<file path="config.mk">
export PLATFORM = sky130hd
export DESIGN_NAME = bcd_serial_add_ctrl
export DESIGN_NICKNAME = d
export VERILOG_FILES = /design/src/rtl/bcd_pkg.sv /design/src/rtl/bcd_digit_add.sv /design/src/rtl/bcd_serial_add_ctrl.sv
export SDC_FILE = /design/constraint.sdc
export NUM_CORES = 1
export LEC_CHECK = 0
export BUFFER_PORTS_ARGS = -buffer_cell sky130_fd_sc_hd__buf_2
export CORE_MARGIN = 3
export CORE_UTILIZATION = 57
export DETAILED_ROUTE_END_ITERATION = 10
export PLACE_DENSITY = 0.83
export SLEW_MARGIN = 20
export SYNTH_ARGS = -nofsm -noshare
export SYNTH_HDL_FRONTEND = slang
export SYNTH_SLANG_ARGS = --single-unit
</file>
<file path="constraint.sdc">
create_clock -name clk -period 5 [get_ports clk]
set_input_delay 0.75 -clock clk [delete_from_list [all_inputs] [get_ports clk]]
set_output_delay 0.75 -clock clk [all_outputs]
set_load 0.02 [all_outputs]
</file>
<file path="src/rtl/bcd_pkg.sv">
// Shared types and constants for the serial packed-BCD adder.
package bcd_pkg;
  typedef enum logic [1:0] {IDLE, ADD, DONE} state_t;
  localparam logic [3:0] BCD_MAX = 4'd9;
  localparam logic [3:0] BCD_ADJ = 4'd6;
endpackage

</file>
<file path="src/rtl/bcd_digit_add.sv">
// Single-digit BCD adder slice: binary add, then +6 correction when the sum exceeds 9.
module bcd_digit_add
  import bcd_pkg::*;
(
  input  logic [3:0] a,
  input  logic [3:0] b,
  input  logic       cin,
  output logic [3:0] digit,
  output logic       cout
);
  logic [4:0] raw;

  always_comb begin
    raw = {1'b0, a} + {1'b0, b} + {4'b0000, cin};
    if (raw > {1'b0, BCD_MAX}) begin
      // the discarded bit 4 of (raw + 6) is exactly the decimal carry
      digit = raw[3:0] + BCD_ADJ;
      cout  = 1'b1;
    end else begin
      digit = raw[3:0];
      cout  = 1'b0;
    end
  end
endmodule

</file>
<file path="src/rtl/bcd_serial_add_ctrl.sv">
// Digit-serial packed-BCD adder controller, one digit per clock, LSD first.
// Optional input digit validity check enabled by defining BCD_INPUT_CHECK_EN.
module bcd_serial_add_ctrl
  import bcd_pkg::*;
#(
  parameter int DIGITS = 4
) (
  input  logic                clk,
  input  logic                reset,
  input  logic                start,
  input  logic [4*DIGITS-1:0] a,
  input  logic [4*DIGITS-1:0] b,
  output logic                busy,
  output logic                done,
  output logic [4*DIGITS-1:0] sum,
  output logic                cout,
  output logic                err
);
  localparam int W  = 4 * DIGITS;
  localparam int CW = (DIGITS > 1) ? $clog2(DIGITS) : 1;
  localparam logic [CW-1:0] LAST = CW'(DIGITS - 1);

  state_t         state_q, state_d;
  logic [W-1:0]   a_sh_q, a_sh_d, b_sh_q, b_sh_d, sum_q, sum_d;
  logic [CW-1:0]  cnt_q, cnt_d;
  logic           carry_q, carry_d, cout_q, cout_d, err_q, err_d;
  logic [3:0]     dig;
  logic           dig_c;
  logic           bad_in;

  bcd_digit_add u_dig (
    .a    (a_sh_q[3:0]),
    .b    (b_sh_q[3:0]),
    .cin  (carry_q),
    .digit(dig),
    .cout (dig_c)
  );

`ifdef BCD_INPUT_CHECK_EN
  always_comb begin
    bad_in = 1'b0;
    for (int i = 0; i < DIGITS; i++)
      if (a[4*i +: 4] > BCD_MAX || b[4*i +: 4] > BCD_MAX) bad_in = 1'b1;
  end
`else
  assign bad_in = 1'b0;
`endif

  always_comb begin
    state_d = state_q;
    a_sh_d  = a_sh_q;
    b_sh_d  = b_sh_q;
    sum_d   = sum_q;
    cnt_d   = cnt_q;
    carry_d = carry_q;
    cout_d  = cout_q;
    err_d   = err_q;
    case (state_q)
      IDLE, DONE: begin
        if (start) begin
          a_sh_d  = a;
          b_sh_d  = b;
          sum_d   = '0;
          cnt_d   = '0;
          carry_d = 1'b0;
          cout_d  = 1'b0;
          err_d   = bad_in;
          state_d = ADD;
        end else if (state_q == DONE) begin
          state_d = IDLE;
        end
      end
      ADD: begin
        for (int i = 0; i < DIGITS; i++)
          if (cnt_q == CW'(i)) sum_d[4*i +: 4] = dig;
        // operands shift down so the slice always sees digit [3:0]
        a_sh_d  = a_sh_q >> 4;
        b_sh_d  = b_sh_q >> 4;
        carry_d = dig_c;
        if (cnt_q == LAST) begin
          cout_d  = dig_c;
          state_d = DONE;
        end else begin
          cnt_d = cnt_q + 1'b1;
        end
      end
      default: state_d = IDLE;
    endcase
  end

  always_ff @(posedge clk or posedge reset) begin
    if (reset) begin
      state_q <= IDLE;
      a_sh_q  <= '0;
      b_sh_q  <= '0;
      sum_q   <= '0;
      cnt_q   <= '0;
      carry_q <= 1'b0;
      cout_q  <= 1'b0;
      err_q   <= 1'b0;
    end else begin
      state_q <= state_d;
      a_sh_q  <= a_sh_d;
      b_sh_q  <= b_sh_d;
      sum_q   <= sum_d;
      cnt_q   <= cnt_d;
      carry_q <= carry_d;
      cout_q  <= cout_d;
      err_q   <= err_d;
    end
  end

  assign busy = (state_q == ADD);
  assign done = (state_q == DONE);
  assign sum  = sum_q;
  assign cout = cout_q;
  assign err  = err_q;
endmodule

</file>
=== Yosys cells after proc, flatten, opt, wreduce, memory -nomap -nowiden ===
Index checks and enable logic that the tools add are counted.

* Register bits after elaboration: 54
* Latch bits: 0
* Memory bits (writable): 0
* Bits in read-only memories: 0
* Input port bits: 35
* Output and inout bits: 20
* Word-level logic and storage cells: 61
* Memories kept: 0

* Add/subtract/negate cells: 4
* Multipliers: 0
* Divide/modulo/power cells: 0
* $lt $le $gt $ge: 1
* Eq/ne operators: 12
* Shift operators: 0
* Multiplexer cells: 23
* Bitwise operators: 0
* Reductions and logical operators: 11

{| class="wikitable"
|+ Operators by type and width
! operator !! number
|-
| 16-bit case mux with 2 select lines || 3
|-
| 16-bit two-way mux || 3
|-
| 4-bit two-way mux || 5
|-
| 3-bit AND reduction || 5
|-
| 2-bit two-way mux || 5
|-
| 2-bit by 1-bit != test with 1-bit output, second input constant || 4
|-
| 2-bit case mux with 2 select lines || 2
|-
| 2-bit equality test, second input constant || 3
|-
| 4-bit by 4-bit adder with 5-bit output || 1
|-
| 5-bit by 1-bit adder with 5-bit output || 1
|-
| 5-bit by 4-bit greater-than comparator with 1-bit output, second input constant || 1
|-
| 4-bit by 3-bit adder with 4-bit output, second input constant || 1
|-
| 2-bit by 1-bit equality test with 1-bit output, second input constant || 2
|-
| 2-bit zero test || 2
|-
| 2-bit != test, second input constant || 2
|-
| 1-bit case mux with 2 select lines || 2
|-
| 2-bit AND reduction || 2
|-
| 1-bit two-way mux || 3
|-
| 3-bit != test, second input constant || 1
|-
| 2-bit by 1-bit adder with 2-bit output, second input constant || 1
|-
| 2-bit nonzero test || 1
|-
| 2-bit OR reduction || 1
|}

=== Depth between registers and ports, before layout ===
Gate-level depths: netlist of run 1.

* Word-level depth: 6
* Depth in mapped cells: 10
* Mapped depth without buffers: 10

=== By module ===
From an unflattened synthesis of run 1, not the netlist that was laid out.

* Cells, all modules: 297
* Area, all modules: 3135.5 sq um

{| class="wikitable"
|+ By module, submodules not included
! module !! instances !! cells each !! area each (sq um) !! sequential area each (sq um)
|-
| bcd_serial_add_ctrl || 1 || 275 || 2924.1 || 1351.3
|-
| bcd_digit_add || 1 || 22 || 211.5 || 0.0
|}

=== Worst setup path after synthesis of run 1 ===
OpenSTA, ideal clock, no wires.

* Path kind: reg-to-reg
* Start point: register a_sh_q[0]
* End point: register sum_q[2], in the netlist sum[2]
* Setup time: 0.129 ns
* Arrival time: 2.458 ns
* Data required time: 4.871 ns
* Path slack: 2.413 ns
* Cell stages (with the launch flop): 10
* Path buffers: 0
* Clock period less this slack: 2.587 ns
* Path through: dfrtp_1 fa_1 fa_1 xor2_1 inv_1 ha_1 nor2b_1 o311a_1 a21oi_2 o21ai_0

* Longest elaborated chain between the ends: 6
* Elaborated cells between the ends (all ways): 7
* Those cells by class: add/sub: 3; order compare: 1; mux: 3

{| class="wikitable"
|+ Ends and longest elaborated chain
! item !! line !! text
|-
| start, declared || bcd_serial_add_ctrl.sv:24 || <nowiki>logic [W-1:0] a_sh_q, a_sh_d, b_sh_q, b_sh_d, sum_q, sum_d;</nowiki>
|-
| start signal, assigned || bcd_serial_add_ctrl.sv:103 || <nowiki>a_sh_q <= a_sh_d;</nowiki>
|-
| 4-bit by 4-bit adder with 5-bit output (*) || bcd_digit_add.sv:14 || <nowiki>raw = {1'b0, a} + {1'b0, b} + {4'b0000, cin};</nowiki>
|-
| 5-bit by 1-bit adder with 5-bit output (*) || bcd_digit_add.sv:14 ||
|-
| 4-bit by 3-bit adder with 4-bit output / 5-bit by 4-bit greater-than comparator with 1-bit output (equally long branches) || bcd_digit_add.sv:17, bcd_digit_add.sv:15 ||
|-
| 4-bit two-way mux (*) || bcd_digit_add.sv:15 || <nowiki>if (raw > {1'b0, BCD_MAX}) begin</nowiki>
|-
| 4-bit two-way mux (*) || bcd_serial_add_ctrl.sv:75 || <nowiki>if (cnt_q == CW'(i)) sum_d[4*i +: 4] = dig;</nowiki>
|-
| 16-bit case mux with 2 select lines (*) || bcd_serial_add_ctrl.sv:58 || <nowiki>case (state_q)</nowiki>
|-
| end signal, assigned || bcd_serial_add_ctrl.sv:105 || <nowiki>sum_q <= sum_d;</nowiki>
|-
| end, declared || bcd_serial_add_ctrl.sv:24 ||
|}

Every way passes the cells marked *; elsewhere a longest branch is shown, timed or not. The select of a mux whose other input is x is not followed.
A chain may end at the register's enable or synchronous reset.

=== Worst setup path in the final report of run 1 ===
Same ends and word-level chain as after synthesis.

==> reports/results.ini, run 1 <==
[die]
initial_core_util=0.600
die_area_um2=5120
pin_count=55
core_um2=4090
die-height_um=71.6
rows=23
dieWidth_um=71.6

[yosys]
ys_seq_area_frac=0.551
yosys-top-cells-area=dfrtp_1 (55%), nor2_1 (7.7%), o22ai_1 (6.4%)
synthFlopType=dfrtp_1
synth_cells=247
synthArstFlopShare=1.00
synth-edff-count=0
ys.warnings.count=0
synth_top_area_frac=0.551
yosys.cell_types.count=35
ys_seq_elements=54
yosysTopAreaCell=dfrtp_1
syn_area_um2=2450
avgSynthCellArea_um2=9.92
synth_nets=292

[sta]
rsz0062_at_grt=false
hold_slack_ns=0.501
worst-slew-pin-transition_ns=1.02
setup_tns_ns=0
timing.fmax_mhz=352
skew_ns=0.00248
fin_ws_ns=2.16
finalMaxSlewViolations=0
min_period_over_period=0.568
finalHoldViolations=0
setup_viol=0
period_minus_slack_ns=2.84
slew_headroom=0.318

[cts]
postCtsSetupRepairBufs=0
cts_buffers=5
htreeDepth=2
cts_hold_buf=0
insertion_delay_ns=0.30
cts_tree=yes
ctsResizeCount=0
clk_path_buf_depth=2
clkSinkCount=54
cts-root-buf=clkbuf_8
clk_pin_slew_ns=0.09

[drt]
wirelength_um=5040
drc=0
drtIter0Drc=119
viasPerCell=5.83
avgRoutedWirePerCell_um=14.7
vias=2005
detail-route-antenna-nets=0
dr.pass1.iters=4

[place]
place_area_um2=2720
port-buffer-count=53
dp_hpwl_um=3460
place_inst=337
post-place-ws_ns=2.21
place.gp.congestion=0.839

[global_routing]
grt_max_degree=55
grt_pass1_wl_um=8700
first_global_vias=1955
grt_use_total=0.215
antenna_found_initial=0
grt_overflow=0

[critical_path]
startpoint_type=flip-flop
crit_type=flip-flop to flip-flop
worstPathMaxFanout=5
crit_required_ns=5.18
worstPathArrival_ns=3.02
endpoint_kind=flip-flop

[hold_path]
hold_path_class=flip-flop to flip-flop

[power]
peakVddDrop_mv=0.451
totalPowerFinal_mw=2.36
p_leak_nw=1.38
power.density_nw_per_um2=842

[job]
maxCapViolCount=0

[finish]
finalNetCount=339
final_layout_size_suffix_gt1_frac=0.218
areaGrowthSynthToFinish_pct=14.2
stdcell_count=344
antennaDiodeCount=0
fin_area_um2=2800
fin_util=0.685

[outcome]
status=finished clean

## where the power goes
group | internal (mW) | leakage [nW] | total [mW] | switching (mW)
clock | 0.0967 | 0.0383 | 0.226 | 0.129
combinational | 0.514 | 0.661 | 1.38 | 0.867
sequential | 0.636 | 0.679 | 0.750 | 0.114
total | 1.25 | 1.38 | 2.36 | 1.11
## cells by family after synthesis
group,share of synthesized area
xor+xnor,0.00357
buf+inv,0.0388
other cells,0.00153
simple gates,0.158
compound gates,0.190
flops,0.551
fa+ha+maj,0.0572
## cell usage in the layout (no fill, tap or decap)
| master | count |
|---|---|
| nand2b_1 | 2 |
| dfrtp_1 | 54 |
| conb_1 | 1 |
| nand3_1 | 16 |
| a221oi_2 | 1 |
| nor2b_1 | 3 |
| a31oi_1 | 4 |
| clkbuf_8 | 5 |
| a21o_1 | 2 |
| and3b_1 | 1 |
| nor3_1 | 6 |
| a21boi_1 | 1 |
| buf_4 | 1 |
| a22o_1 | 9 |
| a21oi_1 | 1 |
| o32ai_1 | 1 |
| buf_2 | 53 |
| nor2_1 | 50 |
| o21ai_1 | 6 |
| o22ai_1 | 25 |
| a211o_1 | 1 |
| or2_1 | 1 |
| clkbuf_1 | 2 |
| ha_1 | 8 |
| xor2_1 | 1 |
| nand2_1 | 8 |
| fa_1 | 2 |
| o21ai_0 | 14 |
| or3_1 | 1 |
| and2_1 | 1 |
| a21oi_2 | 2 |
| inv_2 | 1 |
| inv_1 | 6 |
| o311a_1 | 1 |
| o41ai_1 | 2 |
| clkinv_2 | 1 |
## path summary, 6_finish.rpt
check | start | endpoint | slack, ns | cells after the start
worst max-delay path | a_sh_q[0] | sum[2] | 2.16 | 9
worst min-delay path | a_sh_q[8] | a_sh_q[8] | 0.50 | 2
worst max register to register | a_sh_q[0] | sum[2] | 2.16 | 9
worst min register to register | a_sh_q[8] | a_sh_q[8] | 0.50 | 2
max in group asynchronous | reset | b_sh_q[5] | 3.88 | 2
min in group asynchronous | reset | cnt_q[1] | 0.60 | 2
## critical path: stages, from the launching register on
cell,delay [ns]
dfrtp_1,0.41
fa_1,0.47
fa_1,0.43
xor2_1,0.32
inv_1,0.08
ha_1,0.26
nor2b_1,0.17
o311a_1,0.30
a21oi_2,0.17
o21ai_0,0.11
## metal layers
metal	up-vias	share of wire	track usage
met5	-	0	0
met4	0	0.012	0.0605
met3	6	0.052	0.0561
met2	58	0.49	0.356
met1	971	0.45	0.282
li1	970	-	-
## final cells by class
class	count	area, um^2
Inverter	8	31.3
Clock buffer	7	76.3
Timing Repair Buffer	54	273
Multi-Input combinational cell	171	1000
Tap cell	50	62.6
Sequential cell	54	1350
Fill cell	334	1290
## synth_stat cells, types with 2 or more instances
cell and instances:
a21o_1 2, a21oi_2 2, a22o_1 9, a31oi_1 4, clkbuf_1 11, dfrtp_1 54, fa_1 2, ha_1 8
inv_1 7, nand2_1 8, nand2b_1 2, nand3_1 16, nor2_1 50, nor2b_1 3, nor3_1 6, o21ai_0 14
o21ai_1 6, o22ai_1 25, o41ai_1 2
## state kept, by name, summed over array words and instances, names as in the netlist
register / flops
b_sh_q: 16
sum: 16
cout: 1
cnt_q: 2
carry_q: 1
state_q: 2
a_sh_q: 16
No activity file was read; power rests on OpenSTA's default activity.
==> run 2, diff against run 1 <==
CORE_UTILIZATION = 48   (was 57)
PLACE_DENSITY = 0.75   (was 0.83)
clock period = 2.55 ns   (was 5 ns; I/O delays follow)
==> run 2 against run 1 <==
Effect of this change: hold slack got worse by 0.44 ns; critical path type unchanged; via count shrank 0.95%; register-to-register slack worse by 2.1 ns; non-clock buffer count up 9.
==> reports/results.ini, run 2 (synthesis gave the netlist of run 1 again) <==
[die]
rows=25
die_area_um2=6000
core_um2=4820
initial_core_util=0.509
dieWidth_um=77.5
die-height_um=77.5
pin_count=55

[finish]
fillCellCount=419
antennaDiodeCount=0
areaGrowthSynthToFinish_pct=23.0
fin_util=0.626
final_layout_size_suffix_gt1_frac=0.286
final_common_cell=dfrtp_1
layout_common_cells=dfrtp_1 (54), buf_2 (53), nor2_1 (50)
finalNetCount=348

[sta]
finalMaxSlewViolations=0
slew_headroom=0.487
setup_viol=0
min_period_over_period=0.993
period_minus_slack_ns=2.53
rsz0062_at_grt=true
skew_ns=0.00771
fin_ws_ns=0.0191
timing.fmax_mhz=395
worst-slew-pin-transition_ns=0.768
finalHoldViolations=0

[drt]
dr.pass1.iters=4
wirelength_um=5160
avgRoutedWirePerCell_um=13.9
drtIter0Drc=111
detail-route-antenna-nets=0
viasPerCell=5.35
vias=1986
drc=0

[global_routing]
grt_overflow=0
grt_pass1_wl_um=8990
grt_use_total=0.186
antenna_found_initial=0
grt_max_degree=43
first_global_vias=1951

[cts]
cts_hold_buf=0
clk_path_buf_depth=2
insertion_delay_ns=0.31
cts_tree=yes
cts_buffers=5
clk_pin_slew_ns=0.10
htreeDepth=2
cts-root-buf=clkbuf_8
clkSinkCount=54

[critical_path]
worstPathMaxFanout=4
cpPeakStageDelay_ns=0.55
cp_cell_sequence=fa_2 -> fa_2 -> inv_1 -> ha_4 -> nor2b_4 -> o311a_1 -> a21oi_4 -> o21ai_1
crit_slowest_cell=fa_2
crit_buf_inv=1
crit_type=flip-flop to flip-flop
endpoint_kind=flip-flop
crit_path_frequent_cell=fa_2
path_delay_family=adder cells
worstPathArrival_ns=2.72
crit_required_ns=2.74
startpoint_type=flip-flop

[place]
place.gp.congestion=0.882
port-buffer-count=53
dp_hpwl_um=3700
post-place-ws_ns=-0.0901

[job]
maxCapViolCount=0

[hold_path]
hold_path_class=input pin to asynchronous set/reset pin

[outcome]
status=finished clean

## run 2: what timing repair did
action                                  CTS  global route
pin swaps                                 1             9
cloned                                    0             0
setup buffers                             1             1
endpoints found under the setup margin   13            14
resized for setup                         3            13
## run 2: path summary, 6_finish.rpt
check / start / cells past startpoint / end / slack [ns]
max in group asynchronous: reset / 3 / sum[8] / 1.89
setup reg to reg: b_sh_q[0] / 8 / sum[6] / 0.02
hold reg to reg: sum[11] / 2 / sum[11] / 0.50
setup / recovery: b_sh_q[0] / 8 / sum[6] / 0.02
hold / removal: reset / 2 / b_sh_q[15] / 0.06
min in group clk: b[14] / 2 / b_sh_q[14] / 0.29
## run 2: layer usage
metal	global-route usage	vias up	share of wire
li1	-	988	-
met4	0.0534	0	0.010
met1	0.256	943	0.47
met2	0.298	48	0.48
met5	0	-	0
met3	0.0406	7	0.044
## run 2: worst register-to-register path: stages (launching register included)
cell and delay, ns:
dfrtp_1 0.41, fa_2 0.42, fa_2 0.55, inv_1 0.07, ha_4 0.17, nor2b_4 0.13, o311a_1 0.37, a21oi_4 0.20
o21ai_1 0.08
## run 2: final cells by class
class / instances / area [um^2] / area share
Clock inverter: 2 / 60.1 / 0.0199
Clock buffer: 6 / 82.6 / 0.0274
Sequential cell: 54 / 1350 / 0.448
Timing Repair Buffer: 63 / 340 / 0.113
Multi-Input combinational cell: 171 / 1070 / 0.354
Inverter: 8 / 30.0 / 0.00996
Tap cell: 67 / 83.8 / 0.0278
## run 2: through the flow
step                instances  setup TNS, ns  hold WS, ns  cell area (um^2)
finish                    371              0       0.0617              3020
global route              371         -0.312       0.0997              3020
CTS                       370              0       0.0695              2970
detailed placement        361         -0.621        0.412              2800
global placement          361        -0.0269        0.410              2800
floorplan                 247              0        0.467              2460
Power of run 2 is left out: the tool's default activity adds up to more than one toggle a clock period on the data nets, which glitch-free logic cannot reach.
==> run 3, diff against run 2 <==
CORE_UTILIZATION = 51   (was 48)
PLACE_DENSITY = 0.77   (was 0.75)
SYNTH_HIERARCHICAL = 1   (was default)
==> run 3 against run 2 <==
Effect of this change: the flow now finishes with violations (setup timing); clock skew up 0.0052 ns; die area up 19%; worst setup slack worse by 0.29 ns; global-route usage up 0.39 points; hold slack better by 0.18 ns; critical path type unchanged; largest cell class is now multi-input gates; highest routed layer unchanged.
==> reports/results.ini, run 3 <==
[die]
die_area_um2=7130
die-height_um=84.4
initial_core_util=0.549
core_um2=5710
rows=27
pin_count=55
dieWidth_um=84.4

[sta]
skew_ns=0.0129
finalHoldViolations=0
min_period_over_period=1.11
rsz0062_at_grt=true
period_minus_slack_ns=2.83
worst-slew-pin-transition_ns=0.785
slew_headroom=0.476
setup_viol=13
timing.fmax_mhz=354
fin_ws_ns=-0.275
finalMaxSlewViolations=0

[drt]
dr.pass1.iters=4
vias=2434
viasPerCell=5.78
drt-met1-wl_um=3050
top_layer_used=met4
drtIter0Drc=121
wirelength_um=6720
avgRoutedWirePerCell_um=16.0
met3_length_um=290
drc=0
wl_met2_um=3280
detail-route-antenna-nets=0

[outcome]
status=finished, violations left
violations=setup timing

[cts]
cts_buffers=5
insertion_delay_ns=0.31
cts_hold_buf=0
clkSinkCount=54
cts_tree=yes
clk_path_buf_depth=2
htreeDepth=2
clk_pin_slew_ns=0.10
cts-root-buf=clkbuf_8

[yosys]
synthFlopType=dfrtp_1
synth-edff-count=0
synth_top_area_frac=0.431
avgSynthCellArea_um2=10.6
synth_cells=297
synthTopCellsByCount=dfrtp_1 (54), mux2i_1 (31), nor2b_1 (31), a21oi_1 (27), a211oi_1 (24)
synthArstFlopShare=1.00
yosysTopAreaCell=dfrtp_1
synth_nets=342
ys_seq_area_frac=0.431
syn_area_um2=3140
ys_seq_elements=54
yosys-top-cells-area=dfrtp_1 (43%), mux2i_1 (9.9%), nor2b_1 (6.2%)
yosys.cell_types.count=35
yosysMostFrequentCell=dfrtp_1
ys.warnings.count=6

[job]
maxCapViolCount=0

[global_routing]
antenna_found_initial=0
grt_overflow=0
grt_max_degree=63
grt_pass1_wl_um=11300
grt_use_total=0.190
first_global_vias=2374

[finish]
finalNetCount=393
areaGrowthSynthToFinish_pct=16.2
layout_common_cells=buf_2 (53), dfrtp_1 (52), nor2b_1 (31)
final_common_cell=buf_2
antennaDiodeCount=0
fin_area_um2=3640
final_layout_size_suffix_gt1_frac=0.301

[critical_path]
crit_type=flip-flop to flip-flop
startpoint_type=flip-flop
endpoint_kind=flip-flop
worstPathMaxFanout=3
crit_required_ns=2.74
worstPathArrival_ns=3.01

[place]
port-buffer-count=53
dp_hpwl_um=4610
place_area_um2=3450
post-place-ws_ns=-0.298
place.gp.congestion=0.748

[hold_path]
hold_path_class=input pin to asynchronous set/reset pin

[power]
power.density_nw_per_um2=1600
totalPowerFinal_mw=5.83
p_leak_nw=1.66
peakVddDrop_mv=0.758

[run 3: layout make-up]
class                      count  area (um^2)
inverter                       5         18.8
clock inverter                 1         30.0
multi-input combinational    215         1680
fill                         484         2060
clock buffer                   7         86.3
timing repair buffer          67          383
sequential                    54         1350
tap                           72         90.1
[run 3: worst max-delay path, cell delays in order, from the launching register on]
cell,delay (ns)
dfrtp_1,0.43
fa_2,0.42
fa_2,0.40
xnor2_4,0.17
ha_4,0.18
a31o_4,0.22
o31ai_4,0.27
xnor2_1,0.14
and2_4,0.19
a221o_1,0.29
[run 3: metal layers]
layer / track usage / vias up
met4: 0.0388 / 0
met2: 0.318 / 71
met1: 0.254 / 1164
met3: 0.0451 / 11
li1: - / 1188
met5: 0 / -
[run 3: power by group]
part / internal, mW / switching (mW)
Sequential: 1.22 / 0.383
Combinational: 1.82 / 1.81
Clock: 0.321 / 0.275
Total: 3.36 / 2.47
[run 3: stage by stage]
step | instances | setup TNS [ns] | util | hold WS (ns)
floorplan | 297 | -0.724 | - | 0.465
global placement | 410 | -1.48 | 0.604 | 0.494
detailed placement | 410 | -2.72 | 0.604 | 0.484
CTS | 420 | -2.32 | 0.634 | 0.278
global route | 421 | -3.66 | 0.638 | 0.282
finish | 421 | -2.53 | 0.638 | 0.247
[run 3: path summary, 6_finish.rpt]
kind / cells past startpoint / slack, ns / startpoint / endpoint
hold reg to reg: 1 / 0.52 / a_sh_q[13] / a_sh_q[13]
hold / removal: 3 / 0.25 / reset / sum[0]
setup reg to reg: 9 / -0.28 / carry_q / sum[13]
setup / recovery: 9 / -0.28 / carry_q / sum[13]
min in group clk: 2 / 0.29 / a[13] / a_sh_q[13]
max in group asynchronous: 3 / 1.81 / reset / state_q[0]
[run 3: cells by family after synthesis]
kind of cell,synth area share
muxes,0.103
xor gates and xnor gates,0.00838
adders and majority gates,0.0447
AOI/OAI and AO/OA,0.204
DFF,0.431
buffers and inverters,0.0567
other,0.00120
and+or+nand+nor,0.152
[run 3: what timing repair did]
action / 4_1_cts / 5_1_grt
pin swaps: 1 / 3
setup buffers: 3 / 2
resized for setup: 7 / 4
endpoints found under the setup margin: 13 / 14
